### config.mk
export PLATFORM = sky130hd
export DESIGN_NAME = padc_stage_enc
export DESIGN_NICKNAME = d
export VERILOG_FILES = /design/src/rtl/padc_pkg.sv /design/src/rtl/padc_stage.sv /design/src/rtl/padc_stage_enc.sv
export SDC_FILE = /design/constraint.sdc
export NUM_CORES = 1
export LEC_CHECK = 0
export BUFFER_PORTS_ARGS = -buffer_cell sky130_fd_sc_hd__buf_2
export CORE_MARGIN = 8
export CORE_UTILIZATION = 47
export DETAILED_ROUTE_END_ITERATION = 6
export PLACE_DENSITY = 0.69
export SLEW_MARGIN = 10
export SYNTH_ARGS = -nofsm -noshare
export SYNTH_HDL_FRONTEND = slang
export SYNTH_HIERARCHICAL = 1
export SYNTH_SLANG_ARGS = --single-unit
### constraint.sdc
create_clock -name clk -period 3.1 [get_ports clk]
set_clock_uncertainty 0.05 [all_clocks]
set_input_delay 0.155 -clock clk [delete_from_list [all_inputs] [get_ports clk]]
set_output_delay 0.155 -clock clk [all_outputs]
set_load 0.02 [all_outputs]
### src/rtl/padc_pkg.sv
// Shared constants and types for the 1.5-bit pipelined ADC front-end model.
package padc_pkg;

  localparam int unsigned NSTAGE = 7;

  typedef logic [1:0] code_t;

  localparam code_t CODE_P = 2'b01;
  localparam code_t CODE_Z = 2'b00;
  localparam code_t CODE_N = 2'b11;

  // Nominal comparator threshold FS/4 for an input width of w bits.
  function automatic int unsigned fs_quarter(input int unsigned w);
    return (32'(1) << (w - 1)) >> 2;
  endfunction

endpackage

### src/rtl/padc_stage.sv
// One registered 1.5-bit pipeline stage: decide, form residue 2v - d*FS, clip.
module padc_stage
  import padc_pkg::*;
#(
  parameter int unsigned W  = 10,
  parameter int unsigned IW = W
) (
  input  logic                 clk,
  input  logic                 rstn,
  input  logic signed [IW-1:0] res_in,
  input  logic                 in_valid,
  input  logic signed [W-1:0]  ofs,
  output code_t                code,
  output logic                 code_valid,
  output logic signed [W:0]    res_out,
  output logic                 clip_c
);

  localparam int unsigned XW = W + 2;
  localparam logic signed [XW-1:0] FS_X  = XW'(32'(1) << (W - 1));
  localparam logic signed [XW-1:0] THR_X = XW'(fs_quarter(W));

  logic signed [XW-1:0] v_x;
  logic signed [XW-1:0] ofs_x;
  logic signed [XW-1:0] res_x;
  logic signed [XW-1:0] res_clip;
  code_t                code_d;

  // Decision against offset-shifted thresholds, residue and saturation.
  always_comb begin
    v_x      = XW'(res_in);
    ofs_x    = XW'(ofs);
    code_d   = CODE_Z;
    res_x    = v_x <<< 1;
    res_clip = '0;
    clip_c   = 1'b0;
    if (v_x > THR_X + ofs_x) begin
      code_d = CODE_P;
      res_x  = (v_x <<< 1) - FS_X;
    end else if (v_x < ofs_x - THR_X) begin
      code_d = CODE_N;
      res_x  = (v_x <<< 1) + FS_X;
    end
    res_clip = res_x;
    if (res_x > FS_X) begin
      res_clip = FS_X;
      clip_c   = in_valid;
    end else if (res_x < -FS_X) begin
      res_clip = -FS_X;
      clip_c   = in_valid;
    end
  end

  // Stage register; bubbles load a zero code and zero residue.
  always_ff @(posedge clk or negedge rstn) begin
    if (!rstn) begin
      code       <= CODE_Z;
      code_valid <= 1'b0;
      res_out    <= '0;
    end else if (in_valid) begin
      code       <= code_d;
      code_valid <= 1'b1;
      res_out    <= (W + 1)'(res_clip);
    end else begin
      code       <= CODE_Z;
      code_valid <= 1'b0;
      res_out    <= '0;
    end
  end

endmodule

### src/rtl/padc_stage_enc.sv
// Seven-stage 1.5-bit ADC front end with skewed codes, reference delay and clip flag.
module padc_stage_enc
  import padc_pkg::*;
#(
  parameter int unsigned W = 10
) (
  input  logic                     clk,
  input  logic                     rstn,
  input  logic signed [W-1:0]      ain,
  input  logic                     ain_valid,
  input  logic signed [W-1:0]      ofs [NSTAGE],
  input  logic                     clr_err,
  output code_t                    dig_raw [NSTAGE],
  output logic [NSTAGE-1:0]        dig_raw_valid,
  output logic signed [W-1:0]      ref_ain,
  output logic                     ref_valid,
  output logic                     clip_err
);

  localparam int unsigned REF_DEPTH = NSTAGE + 1;

  logic signed [W:0]   res [NSTAGE];
  logic [NSTAGE-1:0]   clip_v;
  logic signed [W-1:0] ref_sh [REF_DEPTH];
  logic [REF_DEPTH-1:0] vld_sh;

  // Stage chain: stage 0 sees ain, stage i sees the residue of stage i-1.
  for (genvar gi = 0; gi < NSTAGE; gi++) begin : g_stage
    if (gi == 0) begin : g_first
      padc_stage #(.W(W), .IW(W)) u_stage (
        .clk        (clk),
        .rstn       (rstn),
        .res_in     (ain),
        .in_valid   (ain_valid),
        .ofs        (ofs[gi]),
        .code       (dig_raw[gi]),
        .code_valid (dig_raw_valid[gi]),
        .res_out    (res[gi]),
        .clip_c     (clip_v[gi])
      );
    end else begin : g_rest
      padc_stage #(.W(W), .IW(W + 1)) u_stage (
        .clk        (clk),
        .rstn       (rstn),
        .res_in     (res[gi-1]),
        .in_valid   (dig_raw_valid[gi-1]),
        .ofs        (ofs[gi]),
        .code       (dig_raw[gi]),
        .code_valid (dig_raw_valid[gi]),
        .res_out    (res[gi]),
        .clip_c     (clip_v[gi])
      );
    end
  end

  // Latency-matched copy of the input for scoreboarding.
  always_ff @(posedge clk or negedge rstn) begin
    if (!rstn) begin
      for (int i = 0; i < REF_DEPTH; i++) ref_sh[i] <= '0;
      vld_sh <= '0;
    end else begin
      ref_sh[0] <= ain;
      for (int i = 1; i < REF_DEPTH; i++) ref_sh[i] <= ref_sh[i-1];
      vld_sh <= {vld_sh[REF_DEPTH-2:0], ain_valid};
    end
  end

  assign ref_ain   = ref_sh[REF_DEPTH-1];
  assign ref_valid = vld_sh[REF_DEPTH-1];

  // Sticky saturation flag; a new clip wins over a simultaneous clear.
  always_ff @(posedge clk or negedge rstn) begin
    if (!rstn) begin
      clip_err <= 1'b0;
    end else if (|clip_v) begin
      clip_err <= 1'b1;
    end else if (clr_err) begin
      clip_err <= 1'b0;
    end
  end

endmodule

Yosys cells after proc, flatten, opt, wreduce, memory -nomap -nowiden
Index checks and enable logic that the tools add are counted.
W data, S select, Z words.
{ "word_totals": {"reg_bits": 176, "latchBits": 0, "ramBits": 0, "romBits": 0, "out_inout_bits": 33, "word_cells": 164, "memories": 0} }
{ "op_classes": {"add_sub_neg": 28, "mul": 0, "div_mod_pow": 0, "n_lt_le_gt_ge": 28, "n_eq_ne": 0, "shifts": 0, "muxes": 76, "n_bitwise": 0, "n_reduce_logical": 2} }
{ "op_table": {"columns": ["operator", "n"], "rows": [
  ["$mux W11", 18],
  ["$mux W12", 14],
  ["$gt A12 B11 Y1 const B", 7],
  ["$lt A12 B10 Y1 const B", 7],
  ["$add A9 B10 Y11 const A", 7],
  ["$sub A10 B9 Y11 const B", 7],
  ["$add A12 B11 Y12 const B", 6],
  ["$sub A12 B11 Y12 const B", 6],
  ["$gt A11 B11 Y1", 6],
  ["$lt A11 B11 Y1", 6],
  ["$mux W2", 21],
  ["$mux W1", 23],
  ["$add A11 B11 Y12 const B", 1],
  ["$sub A11 B11 Y12 const B", 1],
  ["$gt A10 B11 Y1", 1],
  ["$lt A10 B11 Y1", 1],
  ["$reduce_or A7 Y1", 1],
  ["$reduce_bool A2 Y1", 1]
]} }

Logic depth before layout (Yosys ltp)
Gate-level depths: netlist of the first run.
{ "depth": {"word_depth": 9, "ltp_mapped": 14, "ltp_nobuf": 14} }

By module
The synthesis of the first run kept the hierarchy.
{ "by_module_without_submodules": {"columns": ["module", "n_inst", "cells_per_inst", "area_per_inst_um2", "seq_area_each_um2"], "rows": [
  ["padc_stage at g_stage[1].g_rest.u_stage ...", 6, 122, 1083.5, 325.3],
  ["padc_stage_enc", 1, 103, 2331.0, 2227.1],
  ["padc_stage at g_stage[0].g_first.u_stage", 1, 123, 1116.1, 325.3]
]} }

Worst setup path before layout of the first run
Ideal clock, no wire load.
{ "synth_timing": {"path_type": "input -> register", "from": "input ofs[17] (netlist name)", "to": "register clip_err", "setup_ns": 0.133, "arrival_ns": 2.977, "required_time_ns": 2.917, "setup_slack_ns": -0.060, "cell_stages": 14, "cell_sequence": "inv_1 ha_1 inv_1 ha_1 a211oi_1 nor2_1 a2111oi_4 mux2i_2 mux2i_1 xor2_1 mux2i_2 and2_1 nor4_2 nand3_1"} }
{ "synth_between": {"elab_chain_len": 9, "word_cells_on_any_way": 13} }
{ "synth_rtl": {"columns": ["element", "line", "source"], "rows": [
  ["start: declaration", "padc_stage_enc.sv:11", "input logic signed [W-1:0] ofs [NSTAGE],"],
  ["$sub A10 B9 Y11", "padc_stage.sv:40", "end else if (v_x < ofs_x - THR_X) begin"],
  ["$lt A11 B11 Y1", "padc_stage.sv:40", null],
  ["$mux W12", "padc_stage.sv:40", null],
  ["$mux W12 (*)", "padc_stage.sv:37", "if (v_x > THR_X + ofs_x) begin"],
  ["$lt A12 B10 Y1", "padc_stage.sv:48", "end else if (res_x < -FS_X) begin"],
  ["$mux W1", "padc_stage.sv:48", null],
  ["$mux W1 (*)", "padc_stage.sv:45", "if (res_x > FS_X) begin"],
  ["via clip_v[5]", "padc_stage_enc.sv:23", "logic [NSTAGE-1:0] clip_v;"],
  ["$reduce_or A7 Y1 (*)", "padc_stage_enc.sv:75", "end else if (|clip_v) begin"],
  ["$mux W1 or $reduce_bool A2 Y1 (tied branches)", null, null],
  ["end signal: assignment", "padc_stage_enc.sv:74", "clip_err <= 1'b0;"],
  ["end signal: assignment", "padc_stage_enc.sv:76", "clip_err <= 1'b1;"],
  ["end signal: assignment", "padc_stage_enc.sv:78", "clip_err <= 1'b0;"],
  ["end: declaration", "padc_stage_enc.sv:17", "output logic clip_err"]
]} }
Mark *: on every way through the listed nets, which the timed path passes. The rest lies on a longest branch.
A chain may end at the register's enable or synchronous reset.

Final worst setup path of the first run
{ "layout_timing": {"from": "register g_stage[3].g_rest.u_stage.res_out[6]", "to": "register clip_err"} }
{ "layout_between": {"elab_chain_len": 8, "word_cells_on_any_way": 13} }
{ "layout_rtl": {"columns": ["element", "line", "source"], "rows": [
  ["start: declaration", "padc_stage.sv:15", "output logic signed [W:0] res_out,"],
  ["start signal: assignment", "padc_stage.sv:63", "res_out <= (W + 1)'(res_clip);"],
  ["$add A12 B11 Y12 or $lt A11 B11 Y1 (tied branches)", "padc_stage.sv:42, padc_stage.sv:40", null],
  ["$mux W12", "padc_stage.sv:40", null],
  ["$mux W12 (*)", "padc_stage.sv:37", null],
  ["$lt A12 B10 Y1", "padc_stage.sv:48", null],
  ["$mux W1", "padc_stage.sv:48", null],
  ["$mux W1 (*)", "padc_stage.sv:45", null],
  ["via clip_v[4]", "padc_stage_enc.sv:23", null],
  ["$reduce_or A7 Y1 (*)", "padc_stage_enc.sv:75", null],
  ["$mux W1 or $reduce_bool A2 Y1 (tied branches)", null, null]
]} }
Marked as above.

==> out/results.tsv, run 1 <==
stage	metric	value	unit
job	max_cap_violations	0	
layout	final_cell_mix	dfrtp_1, buf_2, ha_1	
floorplan	die_w	159	µm
layout	multi_input_area	5280	µm²
power	vdd_drop_max	401	µV
clock_network	clock_sinks	170	
sta	setup_viol	0	
synth	synth_nets	1136	
power	intPower	4.98	mW
global_routing	busiest_layer	met2	
critical_path	required	3340	ps
placed_design	port_buffers	116	
global_routing	met2_usage	27.2	%
floorplan	dieArea	25300	µm²
placed_design	place_congestion	0.845	
layout	fillCellCount	1654	
critical_path	critPathLaunchType	register	
sta	fmax	328	MHz
floorplan	core_area	20200	µm²
route	via_per_inst	5.15	
global_routing	antenna_found_initial	0	
synth	synth.avg_cell_area	10.4	µm²
floorplan	start_util	47.6	%
global_routing	grt_max_degree	81	
layout	seq_area	4260	µm²
route	drt_wl_total	21.4	mm
global_routing	grt_usage	16.0	%
clock_network	clockRootBuffer	clkbuf_16	
layout	drive_gt1_share	28.9	%
clock_network	worstSkewPairLatency	420	ps
power	powerDensity	604	nW/µm²
power	power.share.clock	29.5	%
layout	diodes	0	
clock_network	cts_buffer_depth	2	
floorplan	rows	52	
route	drt_iter0_drc	299	
route	first_pass_iters	4	
synth	syn_area	9600	µm²
floorplan	io_pins	117	
sta	drv_slew	0	
global_routing	grt_use_met3	4.24	%
power	seqPwrFrac	34.6	%
clock_network	cts_tree	built	
layout	nets	1335	
layout	syn2layout_area_growth	26.6	%
hold_path	hold_path_class	reg -> reg	
clock_network	clk_pin_slew	60	ps
layout	final_common_cell	dfrtp_1	
power	combPwrFrac	35.9	%
sta	hold_violations	0	
route	wire_per_inst	15.2	µm
sta	rsz0062_at_grt	true	
critical_path	cp_max_fo	3	
sta	worst_pin_slew	701	ps
critical_path	cp.arrival	3290	ps
sta	whs	292	ps
sta	period_share	98.3	%
power	swShare	32.3	%
route	remaining_drc_errors	0	
placed_design	dp_hpwl	15.6	mm
synth	netlist_instances	926	
global_routing	met1_usage	19.8	%
synth	yosysWarnings	6	
global_routing	grt_first_pass_wirelength	33.8	mm
global_routing	grt_pass1_vias	7301	
power	leakagePower	5.95	nW
clock_network	htree_levels	4	
sta	fin_tns_setup	0	ps
sta	fin_crit	3050	ps
outcome	status	complete, no violations	
floorplan	fp.dieH	159	µm
critical_path	path_class	reg -> reg	
power	p_switching	2.37	mW
route	vias	7234	
clock_network	numCtsBuffers	17	
global_routing	grt-ovfl-total	0	
critical_path	cp-end-kind	register	
sta	relSlewSlack	53.2	%
route	antenna_left	0	
==> worst max-delay path: stages, from the launching register on <==
cell and delay (ps):
dfrtp_1 420, ha_1 350, nand4_1 240, a211oi_2 270, a211oi_1 80, a21o_1 170, or4b_2 620, o211ai_1 150
mux2i_2 130, and2_1 170, nor3_2 180, nand3_1 90
==> sequential cells by signal, summed over array words and instances, names as in the netlist <==
signal	flops
ref_sh	70
g_stage.g_rest.u_stage/res_out	50
g_stage.g_rest.u_stage/code	12
g_stage.g_first.u_stage/res_out	10
ref_ain	10
vld_sh	8
g_stage.g_rest.u_stage/code_valid	6
g_stage.g_first.u_stage/code	2
clip_err	1
g_stage.g_first.u_stage/code_valid	1
==> area by class of cell <==
| cell class | instances | share of cell area [%] |
|---|---|---|
| Multi-Input combinational cell | 633 | 43.5 |
| Clock inverter | 11 | 1.33 |
| Sequential cell | 170 | 35.1 |
| Inverter | 99 | 3.06 |
| Clock buffer | 19 | 3.64 |
| Timing Repair Buffer | 204 | 10.6 |
| Tap cell | 270 | 2.78 |
==> worst paths after layout <==
| kind | startpoint | to | slack, ps | depth (start not counted) |
|---|---|---|---|---|
| worst max-delay path | g_stage[3].g_rest.u_stage/res_out[6] | clip_err | 50 | 11 |
| worst min-delay path | ref_sh[54] | ref_sh[44] | 290 | 0 |
| worst max register to register | g_stage[3].g_rest.u_stage/res_out[6] | clip_err | 50 | 11 |
| worst min register to register | ref_sh[54] | ref_sh[44] | 290 | 0 |
| max in group asynchronous | rstn | ref_sh[65] | 1850 | 3 |
| min in group asynchronous | rstn | ref_ain[6] | 300 | 2 |
==> power by group through the flow <==
stage | registers (mW) | logic [mW] | clock network (mW)
2_1_floorplan | 2.58 | 1.49 | 0
4_1_cts | 2.52 | 2.36 | 2.22
3_3_place_gp | 2.56 | 2.26 | 0
6_report | 2.54 | 2.63 | 2.17
5_1_grt | 2.56 | 2.89 | 2.31
3_5_place_dp | 2.56 | 2.31 | 0
==> per-layer routing <==
metal / share of wire (%) / vias to the layer above
li1: - / 3613
met1: 44 / 3436
met2: 50 / 159
met3: 4.5 / 26
met4: 1.3 / 0
met5: 0 / -
==> timing repair <==
| action | CTS | global route |
|---|---|---|
| hold buffers | 13 | 0 |
| buffers inserted | 6 | 19 |
| endpoints found under the setup margin | 1 | 22 |
| gates resized for setup | 6 | 67 |
| endpoints found under the hold margin | 99 | 0 |
| pin swaps | 7 | 44 |
==> per-stage QoR <==
step	area, µm²	util, %	instances	setup WS [ps]	power, mW
after floorplan	9600	-	926	2.84	4.07
final	12200	60.2	1406	51.3	7.34
after CTS	11600	57.3	1387	2.57	7.10
after global placement	10800	53.3	1338	-178	4.82
after global routing	12200	60.2	1406	-102	7.77
after detailed placement	10800	53.3	1338	-228	4.87
No activity file was read; power rests on OpenSTA's default activity.
==> run 2: changes to the inputs <==
--- a/config.mk
+++ b/config.mk
@@ -7,9 +7,10 @@
 export LEC_CHECK = 0
 export BUFFER_PORTS_ARGS = -buffer_cell sky130_fd_sc_hd__buf_2
 export CORE_MARGIN = 8
-export CORE_UTILIZATION = 47
+export CORE_UTILIZATION = 50
 export DETAILED_ROUTE_END_ITERATION = 6
-export PLACE_DENSITY = 0.69
+export GPL_TIMING_DRIVEN = 0
+export PLACE_DENSITY = 0.73
 export SLEW_MARGIN = 10
 export SYNTH_ARGS = -nofsm -noshare
 export SYNTH_HDL_FRONTEND = slang
==> run 2 against run 1 <==
Against the previous run:
- the run now ends with setup timing left
- combinational power increased by 14%
- design area rose by 2.7%
- critical path type unchanged
- global-route usage grew 1.2 points
- routed wire length grew 3.6%
- critical path depth did not move
- largest cell class unchanged
- sequential cell count unchanged
- core utilization rose by 6.2 points
- final cell count decreased by 1.2%
- non-clock buffer count grew 17
==> out/results.tsv, run 2 (synthesis results as in run 1) <==
stage	metric	value	unit
sta	hold_violations	0	
layout	syn2layout_area_growth	29.9	%
global_routing	grt_pass1_vias	7392	
global_routing	grt_first_pass_wirelength	34.0	mm
clock_network	clockRootBuffer	clkbuf_16	
layout	final_common_cell	dfrtp_1	
critical_path	cpMaxStageDelayCell	or4b_2	
global_routing	grt_max_degree	88	
route	first_pass_iters	4	
global_routing	grt-ovfl-total	0	
floorplan	rows	50	
critical_path	cp-end-kind	register	
route	drt_iter0_drc	337	
outcome	status	finished, violations left	
clock_network	cts_buffer_depth	2	
route	antenna_left	0	
sta	fmax	305	MHz
critical_path	required	3340	ps
layout	utilization	66.5	%
layout	stdcell_area	12500	µm²
route	drt_wl_total	22.1	mm
route	via_per_inst	5.44	
floorplan	start_util	51.2	%
layout	diodes	0	
layout	final_cell_mix	dfrtp_1, buf_2, inv_1, ha_1, nand2_1	
route	vias	7559	
layout	reg_top3	ref_sh: 70 flops, g_stage.g_rest.u_stage/res_out: 50 flops, g_stage.g_rest.u_stage/code: 12 flops	
sta	fin_crit	3280	ps
floorplan	dieArea	23900	µm²
layout	regMostFlops	ref_sh	
critical_path	cp_cell_sequence	ha_4 > nand4_1 > a211oi_2 > a211oi_1 > a21o_1 > or4b_2 > o211ai_1 > mux2i_4 > and2_1 > nor3_1 > nand3_1	
layout	drive_gt1_share	31.8	%
clock_network	clock_sinks	170	
hold_path	hold_path_class	in -> reg	
global_routing	grt_usage	17.2	%
global_routing	antenna_found_initial	0	
layout	fillCellCount	1387	
sta	drv_slew	0	
sta	rsz0062_at_grt	true	
power	powerDensity	607	nW/µm²
placed_design	dp_hpwl	14.7	mm
sta	relSlewSlack	59.5	%
placed_design	placed_cells	1277	
critical_path	cp_max_fo	6	
placed_design	place_congestion	0.863	
sta	period_share	106	%
route	wire_per_inst	15.9	µm
critical_path	path_class	reg -> reg	
clock_network	cts_tree	built	
floorplan	fp.dieH	155	µm
layout	fin_cells	1389	
floorplan	die_w	155	µm
job	max_cap_violations	0	
placed_design	port_buffers	116	
clock_network	numCtsBuffers	17	
sta	setup_viol	5	
clock_network	htree_levels	4	
layout	nets	1352	
route	remaining_drc_errors	0	
clock_network	worstSkewPairLatency	420	ps
critical_path	crit_buf_inv	0	
outcome	failed_checks	setup timing	
critical_path	slowest_delay	670	ps
critical_path	cp.arrival	3520	ps
critical_path	critPathLaunchType	register	
clock_network	clk_pin_slew	70	ps
sta	fin_tns_setup	-335	ps
sta	fin_ws	-178	ps
floorplan	core_area	18800	µm²
power	leakagePower	6.01	nW
critical_path	critPathTopFamily	simple AND/OR/NAND/NOR gates	
layout	largest_reg_flops	70	
power	vdd_drop_max	381	µV
floorplan	io_pins	117	
power	power	7.58	mW
sta	worst_pin_slew	608	ps
placed_design	placed_area	10500	µm²
-- run 2: layer usage --
| layer | global-route usage, % | up-vias | share of wire (%) |
|---|---|---|---|
| li1 | - | 3651 | - |
| met1 | 21.2 | 3658 | 44 |
| met2 | 29.4 | 202 | 49 |
| met3 | 4.07 | 48 | 4.5 |
| met4 | 5.79 | 0 | 2.5 |
| met5 | 0 | - | 0 |
-- run 2: path summary, 6_finish.rpt --
| path | slack (ps) | endpoint | start | depth (start not counted) |
|---|---|---|---|---|
| min in group asynchronous | 260 | ref_ain[5] | rstn | 2 |
| worst max register to register | -180 | clip_err | g_stage[3].g_rest.u_stage/res_out[6] | 11 |
| worst max-delay path | -180 | clip_err | g_stage[3].g_rest.u_stage/res_out[6] | 11 |
| max in group asynchronous | 1880 | g_stage[2].g_rest.u_stage/res_out[10] | rstn | 3 |
| worst min-delay path | 40 | clip_err | clr_err | 3 |
| worst min register to register | 300 | vld_sh[7] | vld_sh[6] | 0 |
-- run 2: timing repair --
item,4_1_cts,5_1_grt
hold buffers,12,0
endpoints found under the hold margin,105,0
pin swaps,27,40
setup endpoints to repair,36,24
buffers inserted,44,24
gates resized for setup,48,70
-- run 2: through the flow --
stage,hold WS [ps],worst slack (ps)
2_1_floorplan,-191,2.84
3_3_place_gp,273,-710
3_5_place_dp,136,-587
4_1_cts,4.80,0.185
5_1_grt,26.9,-219
6_report,35.1,-178
-- run 2: power by group --
part | internal [mW] | total, mW | switching, mW
clock network | 1.14 | 2.06 | 0.916
logic | 1.46 | 2.99 | 1.53
registers | 2.40 | 2.53 | 0.137
-- run 2: final cells by class --
cell class                      count  area, µm²  area share [%]
Clock inverter                     15        159            1.27
Timing Repair Buffer              197       1290            10.3
Clock buffer                       17        425            3.41
Inverter                           99        372            2.98
Multi-Input combinational cell    633       5510            44.2
Buffer                             24        159            1.27
Sequential cell                   170       4270            34.2
Tap cell                          234        293            2.35
-- run 2: worst min-delay path: stages --
cell and delay (ps):
buf_2 70, nand2b_1 140, nand3_1 80
==> run 3: changes to the inputs <==
--- a/config.mk
+++ b/config.mk
@@ -10,7 +10,8 @@
 export CORE_UTILIZATION = 50
 export DETAILED_ROUTE_END_ITERATION = 6
 export GPL_TIMING_DRIVEN = 0
-export PLACE_DENSITY = 0.73
+export PLACE_DENSITY = 0.7
+export SETUP_SLACK_MARGIN = 0.3
 export SLEW_MARGIN = 10
 export SYNTH_ARGS = -nofsm -noshare
 export SYNTH_HDL_FRONTEND = slang
==> constraint.sdc (replaced) <==
create_clock -name clk -period 3.3 [get_ports clk]
set_clock_uncertainty 0.05 [all_clocks]
set_input_delay 0.165 -clock clk [delete_from_list [all_inputs] [get_ports clk]]
set_output_delay 0.165 -clock clk [all_outputs]
set_load 0.02 [all_outputs]
==> run 3 against run 2 <==
Against the previous run:
- the run now ends clean
- sequential share of layout area shrank 1.7 points
- register-to-register slack better by 350 ps
- routed wire length up 3.2%
- die area stayed put
- design area is 5.3% higher
- critical path depth up 3
- clock power barely moved
- sequential cell count unchanged
- core utilization rose by 3.6 points
- power is 0.75% lower
- final cell count rose by 2.6%
- highest routed layer unchanged
==> out/results.tsv, run 3 (synthesis results as in run 1) <==
stage	metric	value	unit
outcome	status	complete, no violations	
critical_path	cp.arrival	3390	ps
power	leakagePower	6.23	nW
critical_path	cp_cell_sequence	ha_4 > nand4_1 > buf_4 > a211oi_4 > a211oi_2 > a21o_1 > or4b_4 > o211ai_1 > buf_4 > buf_4 > buf_4 > buf_4 > buf_4 > a21boi_1	
critical_path	worstReg2RegEnd	g_stage[1].g_rest.u_stage/res_out[9]	
floorplan	dieArea	23900	µm²
critical_path	crit_path_end	g_stage[1].g_rest.u_stage/res_out[9]	
sta	fmax	320	MHz
sta	fin_crit	3130	ps
critical_path	r2r_slack	170	ps
sta	period_share	94.8	%
critical_path	critPathLaunchType	register	
critical_path	reg2regPathDepth	14	
sta	worst_pin_slew	565	ps
global_routing	grt_first_pass_wirelength	36.9	mm
sta	relSlewSlack	62.4	%
global_routing	grt_pass1_vias	7640	
clock_network	cts_tree	built	
power	powerDensity	572	nW/µm²
power	power	7.52	mW
layout	multi_input_area	5840	µm²
route	antenna_left	0	
clock_network	clk_pin_slew	80	ps
layout	fillCellCount	1351	
floorplan	core_area	18800	µm²
route	drt_wl_total	22.8	mm
layout	final_cell_mix	dfrtp_1, buf_2, buf_4	
placed_design	place_congestion	0.844	
clock_network	cts_buffer_depth	2	
placed_design	dp_hpwl	15.4	mm
route	remaining_drc_errors	0	
floorplan	die_w	155	µm
route	drt_iter0_drc	369	
critical_path	required	3570	ps
layout	utilization	70.0	%
layout	nets	1388	
job	max_cap_violations	0	
critical_path	path_common_cell	buf_4	
placed_design	port_buffers	116	
placed_design	dp_slack	-330	ps
clock_network	htree_levels	4	
layout	reg_top3	ref_sh: 70 flops, g_stage.g_rest.u_stage/res_out: 50 flops, g_stage.g_rest.u_stage/code: 12 flops	
critical_path	cp-end-kind	register	
floorplan	fp.dieH	155	µm
layout	syn2layout_area_growth	36.9	%
sta	whs	115	ps
sta	fin_tns_setup	0	ps
floorplan	rows	50	
sta	setup_viol	0	
sta	fin_ws	172	ps
clock_network	clock_sinks	170	
global_routing	grt_max_degree	112	
hold_path	hold_path_class	in -> reg	
layout	final_common_cell	dfrtp_1	
layout	fin_cells	1425	
floorplan	start_util	51.2	%
global_routing	antenna_found_initial	0	
route	wire_per_inst	16.0	µm
sta	rsz0062_at_grt	true	
layout	diodes	0	
global_routing	grt-ovfl-total	0	
placed_design	placed_area	11000	µm²
layout	seq_area	4280	µm²
clock_network	clockRootBuffer	clkbuf_16	
hold_path	whs_path_depth	3	
power	vdd_drop_max	379	µV
layout	stdcell_area	13100	µm²
placed_design	placed_cells	1277	
sta	hold_violations	0	
critical_path	cp-startpoint	g_stage[0].g_first.u_stage/res_out[6]	
clock_network	numCtsBuffers	17	
critical_path	slowest_delay	500	ps
route	first_pass_iters	4	
global_routing	grt_usage	19.0	%
critical_path	r2r_start	g_stage[0].g_first.u_stage/res_out[6]	
route	via_per_inst	5.32	
layout	largest_reg_flops	70	
floorplan	io_pins	117	
clock_network	worstSkewPairLatency	430	ps
route	vias	7580	
layout	regMostFlops	ref_sh	
sta	drv_slew	0	
layout	drive_gt1_share	38.6	%
critical_path	path_class	reg -> reg	
critical_path	cp_max_fo	3	
critical_path	cpMaxStageDelayCell	or4b_4	
==> run 3: final cells by class <==
cell class	count	area share [%]
Clock buffer	17	3.24
Timing Repair Buffer	232	11.8
Multi-Input combinational cell	634	44.5
Sequential cell	170	32.6
Tap cell	234	2.23
Buffer	24	1.21
Clock inverter	15	1.62
Inverter	99	2.87
==> run 3: per-layer routing <==
layer / share of wire [%] / wire length [µm] / GRT usage [%] / up-vias
li1: - / - / - / 3736
met1: 44 / 10000 / 23.6 / 3655
met2: 50 / 11500 / 32.6 / 163
met3: 4.5 / 1040 / 4.10 / 26
met4: 1.2 / 282 / 5.65 / 0
met5: 0 / 0 / 0 / -
==> run 3: power breakdown <==
group	leakage, nW	total [mW]	internal [mW]	switching [mW]
combinational	3.83	3.05	1.54	1.51
clock	0.309	2.08	1.12	0.963
sequential	2.08	2.39	2.25	0.137
total	6.23	7.52	4.90	2.61
==> run 3: worst max-delay path: cells and delay by family, from the launching register on <==
kind            cells  cell delay, ps
compound gates      5             750
fa+ha+maj           1             300
buf+inv             6             770
flops               1             420
simple gates        2             730
==> run 3: what timing repair did <==
action,4_1_cts,5_1_grt
pin swaps,39,57
hold endpoints to repair,81,0
setup buffers,81,21
hold buffers,13,0
cloned,1,0
setup endpoints to repair,36,32
gates resized for setup,52,63
==> run 3: how the worst min path moves through the flow <==
| stage | start | endpoint | slack [ps] |
|---|---|---|---|
| 2_1_floorplan | rstn | clip_err | -180 |
| 3_3_place_gp | ain[0] | ref_sh[70] | 280 |
| 3_5_place_dp | rstn | g_stage[0].g_first.u_stage/code[1] | 70 |
| 4_1_cts | ain[9] | g_stage[0].g_first.u_stage/res_out[10] | 100 |
| 5_1_grt | ain[9] | g_stage[0].g_first.u_stage/res_out[10] | 140 |
| 6_report | ain[9] | g_stage[0].g_first.u_stage/res_out[10] | 110 |
